[src/rtl/i2s_pkg.sv]
`default_nettype none
// ============================================================================
// Module   : i2s_pkg
// Brief    : Shared channel encodings and defaults for the I2S link blocks.
// Revision : 1.0 - initial release
// ============================================================================
package i2s_pkg;

    typedef enum logic {
        CH_LEFT  = 1'b0,
        CH_RIGHT = 1'b1
    } channel_e;

    localparam int C_SAMPLE_WIDTH_DEFAULT = 16;

endpackage
`default_nettype wire

[src/rtl/i2s_sync.sv]
`default_nettype none
// ============================================================================
// Module   : i2s_sync
// Brief    : N-stage input synchronizer with optional registered rising-edge pulse.
// Revision : 1.0 - initial release
// ============================================================================
module i2s_sync #(
    parameter int STAGES  = 2,
    parameter bit EDGE_EN = 1'b1
) (
    input  logic clk,
    input  logic reset,
    input  logic i_d,
    output logic o_q,
    output logic o_rise
);

    logic [STAGES-1:0] r_sync;
    logic              r_dly;

    // o_q is taken from the extra delay flop so the level output lines up
    // with the registered edge pulse on every instance.
    always_ff @(posedge clk or negedge reset) begin
        if (!reset) begin
            r_sync <= '0;
            r_dly  <= 1'b0;
        end else begin
            r_sync <= {r_sync[STAGES-2:0], i_d};
            r_dly  <= r_sync[STAGES-1];
        end
    end

    assign o_q = r_dly;

    generate
        if (EDGE_EN) begin : g_edge
            logic r_rise;
            always_ff @(posedge clk or negedge reset) begin
                if (!reset) begin
                    r_rise <= 1'b0;
                end else begin
                    r_rise <= r_sync[STAGES-1] & ~r_dly;
                end
            end
            assign o_rise = r_rise;
        end else begin : g_no_edge
            assign o_rise = 1'b0;
        end
    endgenerate

endmodule
`default_nettype wire

[src/rtl/i2s_receiver.sv]
`default_nettype none
// ============================================================================
// Module   : i2s_receiver
// Brief    : I2S capture deserializer; emits left/right pairs with a valid strobe.
// Revision : 1.0 - initial release
// ============================================================================
module i2s_receiver
    import i2s_pkg::*;
#(
    parameter int SAMPLE_WIDTH = C_SAMPLE_WIDTH_DEFAULT,
    parameter int SYNC_STAGES  = 2
) (
    input  logic                    clk,
    input  logic                    reset,
    input  logic                    bit_clk,
    input  logic                    frame_clk,
    input  logic                    sdata,
    output logic [SAMPLE_WIDTH-1:0] sample_left,
    output logic [SAMPLE_WIDTH-1:0] sample_right,
    output logic                    sample_valid,
    output logic                    short_slot,
    output logic                    locked
);

    localparam int               CNT_W  = $clog2(SAMPLE_WIDTH + 1);
    localparam logic [CNT_W-1:0] C_FULL = CNT_W'(SAMPLE_WIDTH);

    logic w_bclk_rise, w_ws, w_sd;
    logic w_bclk_sync_unused, w_ws_rise_unused, w_sd_rise_unused;

    i2s_sync #(.STAGES(SYNC_STAGES), .EDGE_EN(1'b1)) u_sync_bclk (
        .clk(clk), .reset(reset), .i_d(bit_clk), .o_q(w_bclk_sync_unused), .o_rise(w_bclk_rise)
    );
    i2s_sync #(.STAGES(SYNC_STAGES), .EDGE_EN(1'b0)) u_sync_ws (
        .clk(clk), .reset(reset), .i_d(frame_clk), .o_q(w_ws), .o_rise(w_ws_rise_unused)
    );
    i2s_sync #(.STAGES(SYNC_STAGES), .EDGE_EN(1'b0)) u_sync_sd (
        .clk(clk), .reset(reset), .i_d(sdata), .o_q(w_sd), .o_rise(w_sd_rise_unused)
    );

    logic [SAMPLE_WIDTH-1:0] r_shreg, r_left_hold, w_shreg_next, w_word;
    logic [SAMPLE_WIDTH:0]   w_shift_in;
    logic [CNT_W-1:0]        r_bit_cnt, w_cnt_next;
    channel_e                r_ws_prev;
    logic                    r_left_ok, w_has_room, w_slot_end;

    // Bits beyond SAMPLE_WIDTH are dropped so wide slots keep their MSBs.
    assign w_has_room   = (r_bit_cnt < C_FULL);
    assign w_shift_in   = {r_shreg, w_sd};
    assign w_shreg_next = w_has_room ? w_shift_in[SAMPLE_WIDTH-1:0] : r_shreg;
    assign w_cnt_next   = w_has_room ? (r_bit_cnt + CNT_W'(1)) : r_bit_cnt;
    assign w_word       = w_shreg_next << (C_FULL - w_cnt_next);
    assign w_slot_end   = (w_ws != r_ws_prev);

    always_ff @(posedge clk or negedge reset) begin
        if (!reset) begin
            r_shreg      <= '0;
            r_bit_cnt    <= '0;
            r_left_hold  <= '0;
            r_left_ok    <= 1'b0;
            r_ws_prev    <= CH_LEFT;
            sample_left  <= '0;
            sample_right <= '0;
            sample_valid <= 1'b0;
            short_slot   <= 1'b0;
            locked       <= 1'b0;
        end else begin
            sample_valid <= 1'b0;
            short_slot   <= 1'b0;
            if (w_bclk_rise) begin
                r_ws_prev <= channel_e'(w_ws);
                if (w_slot_end) begin
                    r_shreg   <= '0;
                    r_bit_cnt <= '0;
                    // The first slot seen after reset is partial and only establishes alignment.
                    if (!locked) begin
                        locked <= 1'b1;
                    end else begin
                        short_slot <= (w_cnt_next < C_FULL);
                        if (r_ws_prev == CH_LEFT) begin
                            r_left_hold <= w_word;
                            r_left_ok   <= 1'b1;
                        end else if (r_left_ok) begin
                            sample_left  <= r_left_hold;
                            sample_right <= w_word;
                            sample_valid <= 1'b1;
                            r_left_ok    <= 1'b0;
                        end
                    end
                end else begin
                    r_shreg   <= w_shreg_next;
                    r_bit_cnt <= w_cnt_next;
                end
            end
        end
    end

endmodule
`default_nettype wire

[config.mk]
export PLATFORM = sky130hd
export DESIGN_NAME = i2s_receiver
export DESIGN_NICKNAME = d
export VERILOG_FILES = /design/src/rtl/i2s_pkg.sv /design/src/rtl/i2s_sync.sv /design/src/rtl/i2s_receiver.sv
export SDC_FILE = /design/constraint.sdc
export NUM_CORES = 1
export LEC_CHECK = 0
export CORE_MARGIN = 1
export CORE_UTILIZATION = 50
export DETAILED_ROUTE_END_ITERATION = 16
export DONT_BUFFER_PORTS = 1
export PLACE_DENSITY = 0.64
export SLEW_MARGIN = 25
export SYNTH_ARGS = -nofsm -noshare
export SYNTH_HDL_FRONTEND = slang
export SYNTH_SLANG_ARGS = --single-unit
[constraint.sdc]
create_clock -name clk -period 7.1 [get_ports clk]
set_clock_uncertainty 0.15 [all_clocks]
set_input_delay 2.13 -clock clk [delete_from_list [all_inputs] [get_ports clk]]
set_output_delay 2.13 -clock clk [all_outputs]
set_load 0.005 [all_outputs]
==> metrics.csv <==
stage,metric,value,unit
sta,setup_viol,0,
logic_synthesis,synth_area_per_cell,11.2,um2
hold_path,min_path_type,register to register,
status,outcome,"complete, no violations",
die,start_util,51.5,%
run,maxCapViolations,0,
logic_synthesis,syn_inst,377,
logic_synthesis,ys_types,49,
place,gp_congestion,0.845,
power,pwr-share-clk,25.0,%
power,power_leakage,0.00196,uW
clock_tree,htreeDepth,3,
place,dp_cells,459,
grt,gr-total-overflow,0,
worst_setup_path,arrival,3.45,ns
clock_tree,cts_buffers,9,
die,core,0.00818,mm2
logic_synthesis,yosysTopAreaCell,dfrtp_1,
sta,finalCritPeriodShare,47.6,%
worst_setup_path,rr_startpoint,r_bit_cnt[0],
cells_and_area,final_cell_mix,"85 x nand2_1, 83 x dfrtp_1, 29 x mux2i_1, 19 x o21ai_0, 16 x a22o_1",
power,p_seq_share,42.7,%
worst_setup_path,crit_path_start_kind,register,
clock_tree,clockBufferDepth,2,
detailed_routing,drt_iter0_drc,152,
sta,slew_headroom,37.8,%
hold_path,hp-start,u_sync_bclk.r_sync[0],
place,dp_hpwl,5110,um
detailed_routing,routedWlPerCell,15.7,um
detailed_routing,drc,0,
cells_and_area,fin_nets,373,
power,pwr-share-comb,32.3,%
sta,hold_viol,0,
cells_and_area,seq_area,0.00210,mm2
sta,worst_slew_pin_slew,0.928,ns
logic_synthesis,synthArstFlopShare,100,%
logic_synthesis,synthTopCellsByArea,"dfrtp_1 50%, nand2_1 7.6%, mux2i_1 6.9%",
grt,antenna_found_initial,0,
detailed_routing,via_per_inst,5.65,
logic_synthesis,ys_seq_elements,84,
worst_setup_path,critPathCaptureType,register,
cells_and_area,final_cells,475,
grt,track_usage,18.9,%
power,ir_drop,136,uV
sta,max_freq,296,MHz
clock_tree,clk_latency,0.36,ns
cells_and_area,final_common_cell,nand2_1,
die,row_count,33,
detailed_routing,ant_nets,0,
logic_synthesis,yosysTopAreaCellShare,49.9,%
clock_tree,cts_tree,yes,
cells_and_area,diodes,0,
clock_tree,hold_buffers,0,
cells_and_area,nFillCells,726,
logic_synthesis,ys_warn_count,0,
worst_setup_path,cp_data_required_time,7.17,ns
power,p_sw,490,uW
cells_and_area,drive_above_1_share,12.7,%
die,die_h,93.8,um
logic_synthesis,synth_nets,385,
logic_synthesis,synth-edff-count,0,
sta,drv_slew,0,
worst_setup_path,crit_fanout,25,
detailed_routing,dr.pass1.iters,4,
grt,grt_pass1_vias,2536,
grt,grt_pass1_wl,12900,um
clock_tree,cts_root_buf,clkbuf_8,
die,die_w,93.8,um
clock_tree,cts_setup_buffers,0,
die,num_io_pins,40,
die,die_area,0.00879,mm2
logic_synthesis,synth-seq-area-share,49.9,%
sta,rsz0062_at_grt,false,
power,p_sw_share,33.2,%
cells_and_area,multi_input_area,0.00193,mm2
cells_and_area,area_delta_synth_final,4.67,%
sta,fin_crit,3.38,ns
worst_setup_path,setup.worst_path.start,r_bit_cnt[0],
worst_setup_path,crit_type,register to register,
detailed_routing,routed_wirelength,7440,um
place,numPortBuffers,0,
clock_tree,clk_pin_slew,0.08,ns
sta,tns,0,ns
clock_tree,cts_resized,0,
clock_tree,clock-sinks,84,
detailed_routing,vias,2682,
grt,grt_max_degree,85,
power,power_density,335,mW/mm2
power,intPower,984,uW
logic_synthesis,synth_ff_type,dfrtp_1,
logic_synthesis,synth_area,0.00421,mm2
==> final cells by class <==
cell class                      instances  share of cell area [%]
Clock buffer                           10                    2.90
Clock inverter                          6                    1.99
Inverter                                6                   0.511
Multi-Input combinational cell        263                    43.7
Sequential cell                        84                    47.7
Tap cell                              105                    2.98
Timing Repair Buffer                    1                   0.170
==> critical path: stages (launching register included) <==
cell and delay, ns:
dfrtp_1 0.75, ha_1 0.30, nor2b_1 0.76, xor2_4 0.36
mux4_2 0.56, mux2i_1 0.23, o21ai_0 0.14
==> registers in the layout (all words and copies together), names as in the netlist, 2 cells and up <==
name,cells
sample_left,16
u_sync_sd.r_sync,2
u_sync_ws.r_sync,2
r_bit_cnt,5
sample_right,16
r_shreg,16
u_sync_bclk.r_sync,2
r_left_hold,16
==> final timing paths <==
check	to	slack [ns]	cells after the start
worst min-delay path	u_sync_bclk.r_sync[1]	0.20	0
max in group asynchronous	r_bit_cnt[4]	5.37	0
worst max register to register	sample_right[11]	3.72	6
min in group asynchronous	sample_left[4]	1.31	0
worst min register to register	u_sync_bclk.r_sync[1]	0.20	0
worst max-delay path	sample_right[11]	3.72	6
==> cells by family (layout without fill, tap and decap cells) <==
family / after synthesis / after routing / share of synthesized area [%]
DFF: 84 / 84 / 49.9
buffers and inverters: 30 / 23 / 4.55
muxes: 51 / 51 / 16.1
xor gates and xnor gates: 11 / 11 / 3.81
and+or+nand+nor: 125 / 125 / 13.5
adders and majority gates: 3 / 3 / 0.892
AOI/OAI and AO/OA: 73 / 73 / 11.2
==> per-layer routing <==
metal | wire (um) | GRT usage [%] | vias up
met5 | 0 | 0 | -
met4 | 79 | 5.51 | 0
met3 | 294 | 5.50 | 8
met2 | 3430 | 27.8 | 59
met1 | 3640 | 27.1 | 1319
li1 | - | - | 1296
==> power groups by stage <==
stage               logic [uW]  clock network [uW]  registers, uW
floorplan                  442                   0            612
global placement           468                   0            637
detailed placement         476                   0            639
CTS                        478                 375            630
global route               524                 404            643
finish                     476                 369            629
==> cells in the mapped netlist, types with 3 or more instances <==
cell type,instances
a21oi_1,14
a22o_1,16
and3_1,3
buf_6,7
clkbuf_1,11
dfrtp_1,84
ha_1,3
inv_1,5
mux2_2,9
mux2i_1,29
mux4_1,4
mux4_2,7
nand2_1,85
nand2b_1,4
nand3_1,6
nor2_1,4
nor2b_1,12
o21ai_0,19
o21ai_1,6
o31ai_1,8
xnor2_1,4
xor2_1,3
==> stage by stage <==
| stage | setup WS (ns) | total power (uW) | hold slack [ns] | instance area [um2] | utilization (%) |
|---|---|---|---|---|---|
| 2_1_floorplan | 4.14 | 1050 | 0.181 | 4210 | - |
| 3_3_place_gp | 3.72 | 1100 | 0.181 | 4180 | 51.1 |
| 3_5_place_dp | 3.64 | 1120 | 0.186 | 4180 | 51.1 |
| 4_1_cts | 3.64 | 1480 | 0.206 | 4390 | 53.7 |
| 5_1_grt | 3.47 | 1570 | 0.219 | 4410 | 53.9 |
| 6_report | 3.72 | 1470 | 0.201 | 4410 | 53.9 |
No activity file was read; power rests on OpenSTA's default activity.
